## src/rtl/rv32i_regfile_ctrl.sv

```systemverilog
// rv32i_regfile_ctrl
// Arbitrates the single rv32i_regfile port set between the core and a debug
// requester. After reset it sweeps zeros into x1..x(2**ADDR_W-1), then passes
// core traffic straight through. A debug request stalls the core for one
// register access and completes with a 4-phase req/ack handshake.
//
// Ports
//   clk, rst_n                         clock, async active-low reset
//   core_wen/core_rd/core_din          core writeback port
//   core_rs1/core_rs2                  core read addresses
//   core_rsa/core_rsb                  core read data (rf_rsa/rf_rsb passthrough)
//   core_stall                         registered; core holds while high
//   dbg_req/dbg_we/dbg_addr/dbg_wdata  debug request (held until dbg_ack)
//   dbg_ack/dbg_rdata                  registered debug completion and read data
//   init_done                          registered; clear sweep finished
//   rf_wen/rf_rd/rf_din                regfile write port
//   rf_rs1/rf_rs2, rf_rsa/rf_rsb       regfile read addresses / read data
//
// state  | meaning
// INIT   | clear sweep, writes 0 to x[cnt], cnt = 1..2**ADDR_W-1
// RUN    | core owns the regfile ports
// ACCESS | one-cycle debug read/write, core stalled
// ACK    | dbg_ack high, waiting for dbg_req to drop
module rv32i_regfile_ctrl #(
  parameter int XLEN      = 32,
  parameter int ADDR_W    = 5,
  parameter int INIT_ZERO = 1
) (
  input  logic              clk,
  input  logic              rst_n,
  input  logic              core_wen,
  input  logic [ADDR_W-1:0] core_rd,
  input  logic [XLEN-1:0]   core_din,
  input  logic [ADDR_W-1:0] core_rs1,
  input  logic [ADDR_W-1:0] core_rs2,
  output logic [XLEN-1:0]   core_rsa,
  output logic [XLEN-1:0]   core_rsb,
  output logic              core_stall,
  input  logic              dbg_req,
  input  logic              dbg_we,
  input  logic [ADDR_W-1:0] dbg_addr,
  input  logic [XLEN-1:0]   dbg_wdata,
  output logic              dbg_ack,
  output logic [XLEN-1:0]   dbg_rdata,
  output logic              init_done,
  output logic              rf_wen,
  output logic [ADDR_W-1:0] rf_rd,
  output logic [XLEN-1:0]   rf_din,
  output logic [ADDR_W-1:0] rf_rs1,
  output logic [ADDR_W-1:0] rf_rs2,
  input  logic [XLEN-1:0]   rf_rsa,
  input  logic [XLEN-1:0]   rf_rsb
);

  typedef enum logic [1:0] {
    S_INIT   = 2'd0,
    S_RUN    = 2'd1,
    S_ACCESS = 2'd2,
    S_ACK    = 2'd3
  } state_t;

  localparam state_t            RST_STATE = (INIT_ZERO != 0) ? S_INIT : S_RUN;
  localparam logic [ADDR_W-1:0] CNT_FIRST = ADDR_W'(1);
  localparam logic [ADDR_W-1:0] CNT_LAST  = '1;

  state_t            state_q, state_d;
  logic [ADDR_W-1:0] cnt_q;
  logic              core_stall_q;
  logic              dbg_ack_q;
  logic              init_done_q;
  logic [XLEN-1:0]   dbg_rdata_q;
  logic              wen_raw;
  logic              dbg_start;

  assign dbg_start = dbg_req && init_done_q;

  always_comb begin
    state_d = state_q;
    wen_raw = 1'b0;
    rf_rd   = core_rd;
    rf_din  = core_din;
    rf_rs1  = core_rs1;
    rf_rs2  = core_rs2;
    unique case (state_q)
      S_INIT: begin
        wen_raw = 1'b1;
        rf_rd   = cnt_q;
        rf_din  = '0;
        if (cnt_q == CNT_LAST) state_d = S_RUN;
      end
      S_RUN: begin
        // a core write in the same cycle as a debug request still completes
        wen_raw = core_wen && !core_stall_q;
        if (dbg_start) state_d = S_ACCESS;
      end
      S_ACCESS: begin
        rf_rs1  = dbg_addr;
        rf_rd   = dbg_addr;
        wen_raw = dbg_we;
        rf_din  = dbg_wdata;
        state_d = S_ACK;
      end
      S_ACK: begin
        if (!dbg_req) state_d = S_RUN;
      end
      default: state_d = S_INIT;
    endcase
  end

  // x0 is hardwired zero: no source may ever write it
  assign rf_wen = wen_raw && (rf_rd != '0);

  always_ff @(posedge clk or negedge rst_n) begin
    if (!rst_n) begin
      state_q      <= RST_STATE;
      cnt_q        <= CNT_FIRST;
      core_stall_q <= (INIT_ZERO != 0);
      dbg_ack_q    <= 1'b0;
      dbg_rdata_q  <= '0;
      init_done_q  <= (INIT_ZERO == 0);
    end else begin
      state_q <= state_d;
      unique case (state_q)
        S_INIT: begin
          if (cnt_q == CNT_LAST) begin
            cnt_q        <= CNT_FIRST;
            init_done_q  <= 1'b1;
            core_stall_q <= 1'b0;
          end else begin
            cnt_q <= cnt_q + ADDR_W'(1);
          end
        end
        S_RUN: begin
          if (dbg_start) core_stall_q <= 1'b1;
        end
        S_ACCESS: begin
          dbg_ack_q <= 1'b1;
          if (dbg_we)              dbg_rdata_q <= dbg_wdata;
          else if (dbg_addr == '0) dbg_rdata_q <= '0;
          else                     dbg_rdata_q <= rf_rsa;
        end
        S_ACK: begin
          if (!dbg_req) begin
            dbg_ack_q    <= 1'b0;
            core_stall_q <= 1'b0;
          end
        end
        default: ;
      endcase
    end
  end

  assign core_rsa   = rf_rsa;
  assign core_rsb   = rf_rsb;
  assign core_stall = core_stall_q;
  assign dbg_ack    = dbg_ack_q;
  assign dbg_rdata  = dbg_rdata_q;
  assign init_done  = init_done_q;

endmodule

```

## config.mk

```make
export PLATFORM = sky130hd
export DESIGN_NAME = rv32i_regfile_ctrl
export DESIGN_NICKNAME = d
export VERILOG_FILES = /design/src/rtl/rv32i_regfile_ctrl.sv
export SDC_FILE = /design/constraint.sdc
export NUM_CORES = 1
export LEC_CHECK = 0
export BUFFER_PORTS_ARGS = -buffer_cell sky130_fd_sc_hd__buf_2
export CAP_MARGIN = 10
export CELL_PAD_IN_SITES_DETAIL_PLACEMENT = 1
export CELL_PAD_IN_SITES_GLOBAL_PLACEMENT = 1
export CORE_UTILIZATION = 24
export DETAILED_ROUTE_END_ITERATION = 8
export MAX_ROUTING_LAYER = met4
export PLACE_DENSITY = 0.87
export SYNTH_ARGS = -nofsm -noshare
export SYNTH_HDL_FRONTEND = slang
export SYNTH_SLANG_ARGS = --single-unit
```

## constraint.sdc

```tcl
create_clock -name clk -period 2.1 [get_ports clk]
set_input_delay 0.315 -clock clk [delete_from_list [all_inputs] [get_ports clk]]
set_output_delay 0.315 -clock clk [all_outputs]
set_load 0.005 [all_outputs]
```

Word-level counts from Yosys, hierarchy flattened. Cells that the tools add are included.

Output and inout bits: 147. Bits in registers: 42.

Multiplexer cells: 16. Reduce and logical (&&, ||, !) cells: 13. $add $sub $neg: 1. Eq/ne operators: 7.

Operator list (count): 2-to-1 mux 32 bit (2); case mux 32 bit (2 select lines) (1); 2-to-1 mux 5 bit (2); case mux 5 bit (2 select lines) (1); case mux 2 bit (4 select lines) (1); 2-to-1 mux 2 bit (3); inequality test 2 bit (second input constant) (3); case mux 1 bit (3 select lines) (2); adder 5 x 1 -> 5 bit (second input constant) (1); == test 5 bit (second input constant) (1); zero test 5 bit (1); nonzero test 5 bit (1); == test 2 bit (second input constant) (2); AND reduction 2 bit (2); AND reduction 4 bit (1); logical AND 1 bit (3); 2-to-1 mux 1 bit (3); AND reduction 3 bit (1); nonzero test 3 bit (1); == test 2 x 1 -> 1 bit (second input constant) (1); zero test 2 bit (1); case mux 1 bit (2 select lines) (1); nonzero test 2 bit (1); zero test 1 bit (1).

Logic depth before layout (Yosys ltp).
Depth after elaboration: 4. Gate-level depth with buffers: 7.

Least setup slack after synthesis. No wires, ideal clock.

Kind: register to output. Start: register state_q[0]. End: output port rf_wen. Arrival: 1.618 ns. Path slack: 0.167 ns. Cell stages (with the launch flop): 8. Data required time: 1.785 ns. Path through: dfrtp_1 > inv_1 > ha_1 > or2_1 > buf_6 > nor2_2 > a21oi_2 > o41a_1.

Word-level cells in the longest chain between the ends: 4.

RTL lines: from (decl) (RTL line 66) `state_t state_q, state_d;`; from (signal assigned) (RTL line 122) `state_q <= state_d;`; == test 2 bit / zero test 2 bit (equally long branches) (RTL line 84) `unique case (state_q)`; case mux 5 bit (2 select lines) * (RTL line 84); net rf_rd[3] (RTL line 47) `output logic [ADDR_W-1:0] rf_rd,`; nonzero test 5 bit * (RTL line 111) `assign rf_wen = wen_raw && (rf_rd != '0);`; logical AND 1 bit * (RTL line 111); to (decl) (RTL line 46) `output logic rf_wen,`.

Mark *: on every way through the listed nets, which the timed path passes. The rest lies on a longest branch.

Worst setup path in the final report.
Start: register state_q[1]. End: output port rf_wen.

Word-level cells in the longest chain between the ends: 4.

RTL lines (RTL line): == test 2 bit / zero test 2 bit (equally long branches) (84); case mux 5 bit (2 select lines) (84); nonzero test 5 bit (111); logical AND 1 bit * (111).

Mark *: on every way between the ends. The rest lies on a longest branch, timed or not.

==> reports/qor.yml <==
port_buffers: 225
clock-root-buffer: "clkbuf_16"
drc_errors: 0
yosysUniqueCellTypes: 35
clk_latency_ns: 0.28
path_cells: "buf_6, ha_4, or2_4, nor2_1, o22ai_1, o41a_1, buf_2"
fin_nets: 734
max_stage_delay_ns: 0.42
grt_pass1_wl_um: 17300
finalCriticalPeriod_ns: 2.29
ys_async_sr_fraction_pct: 100
end_kind: "output pin"
drtPass1Iterations: 4
initialDrtViolationCount: 166
pin_count: 300
wl_um: 12000
switching_share_pct: 25.6
avgSynthCellArea_um2: 7.72
rsz0062_at_grt: "yes"
numCtsBuffers: 5
cts_tree: "done"
slew_headroom_pct: 75.8
grt_pass1_vias: 3384
violations: "negative setup slack"
period_share_pct: 109
timing_hold_violations_final: 0
syn-num-nets: 568
p_int_uw: 1630
finalMaxSlewViolations: 0
clock-sinks: 42
track_usage_pct: 17.2
synth-edff-count: 0
cp_max_fo: 6
yosysSeqAreaShare_pct: 33.5
p_leak_uw: 0.00230
status: "complete, but fails checks"
vias: 3417
ys_ff_latch: 42
wire_per_inst_um: 16.1
final_util_pct: 34.9
core_mm2: 0.0127
power_frac_clock_pct: 40.1
gr-total-overflow: 0
max-vdd-ir-drop_mv: 0.457
startpoint_type: "register"
clk_pin_slew_ns: 0.06
yosys_warnings: 0
hold_slack_ns: 0.299
max_freq_mhz: 436
syn_area_mm2: 0.00314
dp_hpwl_um: 9760
cts_buffer_depth: 2
crit_type: "reg2out"
p_comb_share_pct: 19.7
max_cap_violations: 0
worst_pin_slew_ns: 0.363
finalSetupViolations: 2
powerDensity_mw_per_mm2: 497
gp_congestion: 0.807
post-place-ws_ns: -0.0101
viasPerCell: 4.58
n_fill_cell: 1620
synthCells: 407
rows: 41
p_sw_uw: 562
hp-class: "in2reg"
clock_skew_ns: 0.00597
setup_ws_ns: -0.192
fp.dieW_um: 116
grt_max_degree: 43
ant_nets: 0
antenna_cells: 0
cts_max_level: 2
worstPathArrival_ns: 1.98
synth_ff_type: "dfrtp_1"
area.growth.synth_to_final_pct: 40.6
antenna_found_initial: 0
pwr-share-seq_pct: 40.2
start_util_pct: 24.8
drive_gt1_share_pct: 49.1
die_y_um: 116
die_area_mm2: 0.0135
total_power_uw: 2200
cp_slowest_cell: "dfrtp_1"
critical_path_required_ns: 1.78
==> cells in the final DEF (no fill, tap or decap), types with 2 or more instances in the layout <==
master	instances
buf_2	225
nor2_1	74
nand2_1	70
dfrtp_1	40
o21ai_1	38
a221oi_1	32
buf_4	20
mux2_1	7
clkbuf_16	6
buf_12	6
ha_1	5
nand2b_1	4
inv_2	3
a21oi_1	3
inv_1	3
o21ai_2	2
nor2_4	2
a21oi_2	2
a22oi_2	2
ha_4	2
dfstp_2	2
==> flip-flops by register name, summed over array words and instances, names as in the netlist <==
register / cells
dbg_rdata: 32
cnt_q: 5
state_q: 2
core_stall: 1
dbg_ack: 1
init_done: 1
==> cells by family (layout without fill, tap and decap cells) <==
kind of cell,Yosys count,in the layout,share of synthesized area [%]
buffers and inverters,102,269,21.1
AOI/OAI and AO/OA,88,88,18.9
adders and majority gates,8,8,3.19
and+or+nand+nor,158,158,20.0
DFF,42,42,33.5
muxes,9,9,3.19
==> path summary, 6_finish.rpt <==
| kind | cells past startpoint | start | slack (ns) | endpoint |
|---|---|---|---|---|
| max | 7 | state_q[1]$_DFFE_PN0P_ | -0.19 | rf_wen |
| min | 3 | dbg_req | 0.30 | dbg_ack$_DFFE_PN0P_ |
| max reg2reg | 6 | cnt_q[1]$_DFFE_PN0N_ | 0.19 | state_q[1]$_DFFE_PN0P_ |
| min reg2reg | 1 | init_done$_DFFE_PN0P_ | 0.50 | init_done$_DFFE_PN0P_ |
| max in group asynchronous | 3 | rst_n | 1.25 | cnt_q[0]$_DFFE_PN1N_ |
| min in group asynchronous | 2 | rst_n | 0.38 | dbg_rdata[16]$_DFFE_PN0N_ |
==> per-layer routing <==
| layer | GRT usage (%) | wire length, µm | up-vias |
|---|---|---|---|
| met4 | 3.42 | 108 | 0 |
| met1 | 20.2 | 4890 | 1618 |
| met3 | 3.11 | 786 | 10 |
| met5 | - | 0 | - |
| met2 | 30.5 | 6240 | 148 |
| li1 | - | - | 1641 |
==> metrics by stage <==
step	cell area, µm²	instances	TNS, ns
3_3_place_gp	4080	734	0
5_1_grt	4420	746	-1.26
2_1_floorplan	3140	407	0
3_5_place_dp	4080	734	-0.0101
6_report	4420	746	-0.195
4_1_cts	4310	744	-0.365
==> critical path: cells and delay by family, from the launching register on <==
| kind | cells | cell delay (ns) |
|---|---|---|
| AND/OR/NAND/NOR | 2 | 0.43 |
| flip-flops | 1 | 0.42 |
| adder cells (fa/ha/maj) | 1 | 0.17 |
| AO/OA/AOI/OAI | 2 | 0.41 |
| buffers and inverters | 2 | 0.27 |
==> power by group through the flow <==
stage | clock (µW) | sequential (µW) | combinational [µW]
floorplan | 0 | 902 | 212
global placement | 0 | 894 | 426
detailed placement | 0 | 897 | 435
CTS | 920 | 882 | 439
global route | 939 | 888 | 484
finish | 881 | 882 | 433
==> final cells by class <==
class	instances	area [µm²]	area share [%]
flip-flops and latches	42	1050	23.9
clock inverters	2	37.5	0.850
repair buffers	255	1460	33.0
clock buffers	6	129	2.92
well taps	172	215	4.87
inverters	6	22.5	0.510
multi-input cells	263	1500	34.0
==> cells in the mapped netlist (2+ instances only) <==
cell,n,share of area [%]
a21oi_1,4,0.64
a21oi_2,2,0.56
a221oi_1,32,8.9
a22oi_1,3,0.72
buf_2,11,1.8
buf_4,69,16
clkbuf_1,14,1.7
dfrtp_1,40,32
dfstp_2,2,1.7
ha_1,8,3.2
inv_1,5,0.60
mux2_1,8,2.9
nand2_1,70,8.4
nand2b_1,5,1.0
nor2_1,75,9.0
o21ai_1,40,6.4
==> repair_timing <==
action / CTS / global route
hold endpoints to repair: 1 / 0
cloned: 0 / 1
hold buffers: 1 / 0
endpoints found under the setup margin: 32 / 38
buffers inserted: 1 / 1
pin swaps: 1 / 1
gates resized for setup: 13 / 18
Note: power is estimated with default switching activity, not from simulation.
